--- src/rtl/alu_serial_ctrl.sv ---
// Bit-serial sequencer that drives a single alu1b slice LSB-first to build a W-bit AND/OR/ADD/SUB.
// Optional zero flag output z is enabled by defining ALU_SERIAL_ZFLAG_EN.
module alu_serial_ctrl #(
    parameter int W = 8,
    localparam int CW = $clog2(W)
) (
    input  logic         clk,
    input  logic         rst_n,
    input  logic         start,
    input  logic [W-1:0] a_in,
    input  logic [W-1:0] b_in,
    input  logic [2:0]   op_in,
    output logic         busy,
    output logic         done,
    output logic [W-1:0] result,
    output logic         co,
    output logic         err,
`ifdef ALU_SERIAL_ZFLAG_EN
    output logic         z,
`endif
    output logic         alu_a,
    output logic         alu_b,
    output logic         alu_ci,
    output logic [2:0]   alu_op,
    input  logic         alu_r,
    input  logic         alu_co
);

    localparam logic [2:0] OP_AND = 3'b000;
    localparam logic [2:0] OP_OR  = 3'b001;
    localparam logic [2:0] OP_ADD = 3'b010;
    localparam logic [2:0] OP_SUB = 3'b110;

    typedef enum logic [1:0] {
        S_IDLE = 2'd0,
        S_RUN  = 2'd1,
        S_FIN  = 2'd2
    } state_t;

    // state_q is the observable FSM state for checkers bound to this block.
    state_t         state_q;
    state_t         state_d;
    logic [W-1:0]   a_q;
    logic [W-1:0]   b_q;
    logic [2:0]     op_q;
    logic [CW-1:0]  idx_q;
    logic           carry_q;
    logic [W-1:0]   result_nxt;
    logic           op_legal;
    logic           last_bit;
    logic           arith_op;

    assign op_legal = (op_in == OP_AND) || (op_in == OP_OR) ||
                      (op_in == OP_ADD) || (op_in == OP_SUB);
    assign last_bit = (idx_q == CW'(W - 1));
    assign arith_op = (op_q == OP_ADD) || (op_q == OP_SUB);

    // Handshake: start is taken only in IDLE; busy covers the W slice cycles;
    // done pulses once with result/co/err valid; extra starts while busy are dropped.
    always_ff @(posedge clk or negedge rst_n) begin
        if (!rst_n) begin
            state_q <= S_IDLE;
        end else begin
            state_q <= state_d;
        end
    end

    always_comb begin
        state_d = state_q;
        case (state_q)
            S_IDLE:  if (start) state_d = op_legal ? S_RUN : S_FIN;
            S_RUN:   if (last_bit) state_d = S_FIN;
            S_FIN:   state_d = S_IDLE;
            default: state_d = S_IDLE;
        endcase
    end

    always_comb begin
        busy   = (state_q == S_RUN);
        done   = (state_q == S_FIN);
        alu_a  = 1'b0;
        alu_b  = 1'b0;
        alu_ci = 1'b0;
        alu_op = op_q;
        if (state_q == S_RUN) begin
            alu_a  = a_q[idx_q];
            alu_b  = b_q[idx_q];
            alu_ci = carry_q;
        end
    end

    always_comb begin
        result_nxt        = result;
        result_nxt[idx_q] = alu_r;
    end

    // SUB relies on the slice inverting b; the controller only seeds carry=1 for bit 0.
    always_ff @(posedge clk or negedge rst_n) begin
        if (!rst_n) begin
            a_q     <= '0;
            b_q     <= '0;
            op_q    <= OP_AND;
            idx_q   <= '0;
            carry_q <= 1'b0;
            result  <= '0;
            co      <= 1'b0;
            err     <= 1'b0;
        end else begin
            case (state_q)
                S_IDLE: begin
                    if (start) begin
                        result <= '0;
                        co     <= 1'b0;
                        err    <= !op_legal;
                        idx_q  <= '0;
                        if (op_legal) begin
                            a_q     <= a_in;
                            b_q     <= b_in;
                            op_q    <= op_in;
                            carry_q <= (op_in == OP_SUB);
                        end
                    end
                end
                S_RUN: begin
                    result  <= result_nxt;
                    carry_q <= alu_co;
                    if (last_bit) begin
                        idx_q <= '0;
                        co    <= arith_op ? alu_co : 1'b0;
                    end else begin
                        idx_q <= idx_q + CW'(1);
                    end
                end
                default: ;
            endcase
        end
    end

`ifdef ALU_SERIAL_ZFLAG_EN
    always_ff @(posedge clk or negedge rst_n) begin
        if (!rst_n) begin
            z <= 1'b0;
        end else if (state_q == S_IDLE && start) begin
            z <= !op_legal;
        end else if (state_q == S_RUN && last_bit) begin
            z <= (result_nxt == '0);
        end
    end
`endif

endmodule

--- config.mk ---
export PLATFORM = sky130hd
export DESIGN_NAME = alu_serial_ctrl
export DESIGN_NICKNAME = d
export VERILOG_FILES = /design/src/rtl/alu_serial_ctrl.sv
export SDC_FILE = /design/constraint.sdc
export NUM_CORES = 1
export LEC_CHECK = 0
export ABC_CLOCK_PERIOD_IN_PS = 1450
export CAP_MARGIN = 20
export CORE_ASPECT_RATIO = 1.2
export CORE_MARGIN = 2
export CORE_UTILIZATION = 40
export DETAILED_ROUTE_END_ITERATION = 8
export PLACE_DENSITY = 0.76
export SYNTH_ARGS = -nofsm -noshare
export SYNTH_HDL_FRONTEND = slang
export SYNTH_SLANG_ARGS = --single-unit
--- constraint.sdc ---
create_clock -name clk -period 1.45 [get_ports clk]
set_clock_uncertainty 0.1 [all_clocks]
set_input_delay 0.2175 -clock clk [delete_from_list [all_inputs] [get_ports clk]]
set_output_delay 0.2175 -clock clk [all_outputs]
set_load 0.005 [all_outputs]
After elaboration in Yosys (flattened, before gate mapping)
Cells that the tools add are included.
{"block": "classes", "add_sub_neg": 1, "muxes": 26, "order_cmp": 2, "reduce_logical": 15, "eq_ne": 11}
{"operator": "$pmux W8 S2", "n": 1}
{"operator": "$mux W1", "n": 11}
{"operator": "$eq A3 B3 Y1 const B", "n": 3}
{"operator": "$reduce_and A3 Y1", "n": 3}
{"operator": "$bwmux W8", "n": 1}
{"operator": "$mux W8", "n": 1}
{"operator": "$bmux W1 S3", "n": 2}
{"operator": "$eq A3 B2 Y1 const B", "n": 2}
{"operator": "$mux W2", "n": 3}
{"operator": "$mux W3", "n": 2}
{"operator": "$pmux W3 S2", "n": 1}
{"operator": "$reduce_and A2 Y1", "n": 3}
{"operator": "$logic_or A1 B1 Y1", "n": 4}
{"operator": "$lt A3 B4 Y1 const B", "n": 1}
{"operator": "$ne A2 B2 Y1 const B", "n": 2}
{"operator": "$pmux W1 S2", "n": 2}
{"operator": "$pmux W2 S2", "n": 1}
{"operator": "$add A3 B1 Y3 const B", "n": 1}
{"operator": "$demux W1 S3", "n": 1}
{"operator": "$eq A3 B1 Y1 const B", "n": 1}
{"operator": "$ge A3 B1 Y1 const B", "n": 1}
{"operator": "$logic_not A3 Y1", "n": 1}
{"operator": "$eq A2 B1 Y1 const B", "n": 1}
{"operator": "$eq A2 B2 Y1 const B", "n": 1}
{"operator": "other kinds (5)", "n": 5}
{"block": "word_totals", "reg_bits": 35, "output_inout_bits": 18}

Logic depth before layout (Yosys ltp)
{"block": "depth", "depth_word": 7, "ltp_mapped": 7}

Least setup slack after synthesis
Ideal clock, no wire load.
{"block": "synth_path", "path_kind": "register -> register", "start": "reg state_q[1]", "end": "reg a_q[0]", "synth_period_minus_slack_ns": 1.470, "t_required_ns": 1.225, "setup_ns": 0.125, "n_path_buf": 2, "setup_slack_ns": -0.020, "arrival_ns": 1.245, "stages_incl_launch_ff": 6, "cell_sequence": "dfrtp_1 > buf_2 > nor3b_2 > nand2_2 > buf_6 > mux2_4"}
{"block": "synth_between", "elab_chain_cells": 2}
{"item": "from (decl)", "line": "41", "rtl": "state_t state_q;"}
{"item": "from (signal assigned)", "line": "64", "rtl": "state_q <= state_d;"}
{"item": "$logic_not A2 Y1", "line": "109", "rtl": "case (state_q)"}
{"item": "$reduce_and A3 Y1 (no line)"}
{"item": "to (signal assigned)", "line": "117", "rtl": "a_q <= a_in;"}
{"item": "to (decl)", "line": "43", "rtl": "logic [W-1:0] a_q;"}
Every way passes these cells.
A chain may end at the register's enable or synchronous reset.

Final worst setup path
{"block": "layout_path", "start": "reg idx_q[0]", "end": "out alu_b"}
{"block": "layout_between", "elab_chain_cells": 3}
{"item": "from (decl)", "line": "46", "rtl": "logic [CW-1:0] idx_q;"}
{"item": "from (signal assigned)", "line": "131", "rtl": "idx_q <= idx_q + CW'(1);"}
{"item": "$bmux W1 S3", "line": "87", "rtl": "alu_b = b_q[idx_q];"}
{"item": "$mux W1 (implied by the code)", "line": "87"}
{"item": "$mux W1", "line": "85", "rtl": "if (state_q == S_RUN) begin"}
{"item": "to (decl)", "line": "22", "rtl": "output logic alu_b,"}
Every way passes these cells. The select of a mux whose other input is x is not followed.

==> out/results.ini <==
[synth]
synth.most_common_cell=dfrtp_1
yosys.cell_types.count=44
synthArstFlopShare_pct=100
synth_area_um2=1800
postSynthCellCount=143
synth_fp_nets=169
synth-main-ff-cell=dfrtp_1
synthTopCellsByCount=dfrtp_1, mux2_4, o21ai_0
avgSynthCellArea_um2=12.6
synth_edf_count=0
synth_warnings=0
ys_ff_latch=35
yosys.area.top_type=dfrtp_1
synth.area.top_cells=dfrtp_1, mux2_4, mux2i_1
yosysSeqAreaShare_pct=48.7
synth_top_area_share_pct=48.7

[floorplan]
fp.dieH_um=77.4
rows=26
dieArea_um2=5050
initial_utilization_pct=41.9
ios=42
die_width_um=65.2
core_area_um2=4290

[routing]
dr_wl_met3_um=293
wl_per_cell_um=20.3
dr_wl_met2_mm=3.37
drtIter0Drc=126
num_vias=1700
drcViolationCount=0
met1_length_mm=2.42
totalWireLength_mm=6.32
vias_per_cell=5.45
drt_first_pass_iters=4
highest_layer=met4
ant_nets=0

[setup_path]
start_kind=register
worst-path-buf-inv=2
rr_endpoint=co$_DFFE_PN0P_
worstPathMaxFanout=2
cp_cell_sequence=buf_4 > mux2_2 > a221oi_2 > o22ai_1 > buf_2
slowest_delay_ns=0.38
worstSetupPathType=reg2out
end_kind=output pin
critPathTopFamily=compound AO/OA/AOI/OAI gates
worstReg2RegStart=idx_q[0]$_DFFE_PN0P_
cp.arrival_ns=1.69
cp_slowest_cell=dfrtp_1
cp_data_required_time_ns=1.13
r2r_slack_ns=-0.22
reg2reg_depth=8

[global_route]
overflow=0
grt_pass1_wl_mm=8.75
grtUsageTotal_pct=22.9
grt_pass1_vias=1775
antenna_found_initial=0
grt_max_degree=36

[sta]
period_needed_ns=2.01
finalHoldViolCount=0
fin_crit_sh_pct=139
finalSetupViolations=38
max_freq_mhz=497
holdWs_ns=0.195
slew_headroom_pct=76.6
grt_setup_unrepaired=yes
worst_pin_slew_ns=0.350
worst_slack_ns=-0.560
finalSetupTns_ns=-5.90
slew_viol_final=0

[clock_network]
clkSlewWorstSetupHoldPaths_ns=0.08
cts.sinks=35
cts_inserted_buffers=5
clock_latency_ns=0.30
cts_tree=yes
clk_path_buf_depth=2
root_buffer=clkbuf_8
cts_htree_levels=2

[cells_and_area]
diodes=0
nFillCells=262
nets=281
utilization_pct=75.7
drive_gt1_share_pct=56.3
areaGrowthSynthToFinish_pct=80.8

[place]
place.port_buffers=41
dpl.hpwl_mm=3.24
place_congestion=0.833

[outcome]
status=finished, violations left
violations=setup timing

[pwr]
power_leakage_uw=0.00155
power_density_nw_per_um2=2100
ir_worst_vdd_v=0.000874

[job]
maxCapViolations=0

[hold_path]
hp-class=in2async

## metal layers
layer	up-vias	track usage [%]
li1	761	-
met1	860	25.9
met2	56	40.4
met3	23	5.07
met4	0	10.2
met5	-	0
## metrics by stage
stage                     setup slack [ns]  total power (uW)  area [um2]  instances
after floorplan                    0.00310              3090        1820        143
after global placement              -0.449              4230        2550        271
final                               -0.560              6810        3250        312
after CTS                           -0.496              6060        3040        306
after detailed placement            -0.472              4360        2550        271
after global routing                -0.618              7120        3250        312
## placed cells by master, fill, tap and decap left out, drive strengths merged, types with 2 or more instances in the layout
cell	count
inv	4
clkbuf	6
a22o	4
dlymetal6s2s	2
nand2	5
nor3b	3
o21ai	8
clkdlybuf4s50	23
nor3	3
and2	2
nand2b	4
dlygate4sd2	11
mux2	19
dfrtp	35
o41ai	2
a32o	2
ha	2
buf	80
mux2i	7
nand4b	2
nor2	4
o22ai	2
o31ai	4
o311ai	4
## layout make-up
cell class | instances | area (um2) | area share (%)
clock buffer | 6 | 82.6 | 2.54
clock inverter | 2 | 35.0 | 1.08
inverter | 4 | 15.0 | 0.462
multi-input combinational | 93 | 1110 | 34.2
sequential | 35 | 878 | 27.0
tap | 56 | 70.1 | 2.16
timing repair buffer | 116 | 1060 | 32.6
## timing repair
| item | CTS | global route |
|---|---|---|
| buffers inserted | 27 | 7 |
| hold buffers | 0 | 0 |
| gates resized for setup | 81 | 34 |
| endpoints found under the setup margin | 47 | 41 |
| pin swaps | 14 | 12 |
## report_power, final
| part | switching (uW) | internal, uW | total [uW] |
|---|---|---|---|
| sequential | 316 | 1390 | 1700 |
| combinational | 1720 | 2440 | 4160 |
| clock | 393 | 557 | 950 |
## cells by family (layout without fill, tap and decap cells)
| kind of cell | after synthesis | in the layout | share of synthesized area [%] |
|---|---|---|---|
| flops | 35 | 35 | 48.7 |
| compound gates | 37 | 37 | 15.7 |
| buf+inv | 15 | 128 | 4.94 |
| mux | 26 | 26 | 19.6 |
| fa+ha+maj | 2 | 2 | 1.39 |
| simple gates | 28 | 28 | 9.67 |
## worst max path at each step
stage	cells past startpoint	startpoint	to
detailed placement	5	idx_q[0]$_DFFE_PN0P_	alu_a
global placement	4	idx_q[0]$_DFFE_PN0P_	alu_b
finish	5	idx_q[0]$_DFFE_PN0P_	alu_b
CTS	6	idx_q[0]$_DFFE_PN0P_	alu_a
floorplan	5	state_q[0]$_DFFE_PN0P_	a_q[0]$_DFFE_PN0P_
global route	5	idx_q[0]$_DFFE_PN0P_	alu_b
## flip-flops by register name (all words and copies together), names as in the netlist
name,cells
a_q,8
co,1
err,1
carry_q,1
result,8
b_q,8
idx_q,3
alu_op,3
state_q,2
Power figures use the tool's default switching activity.
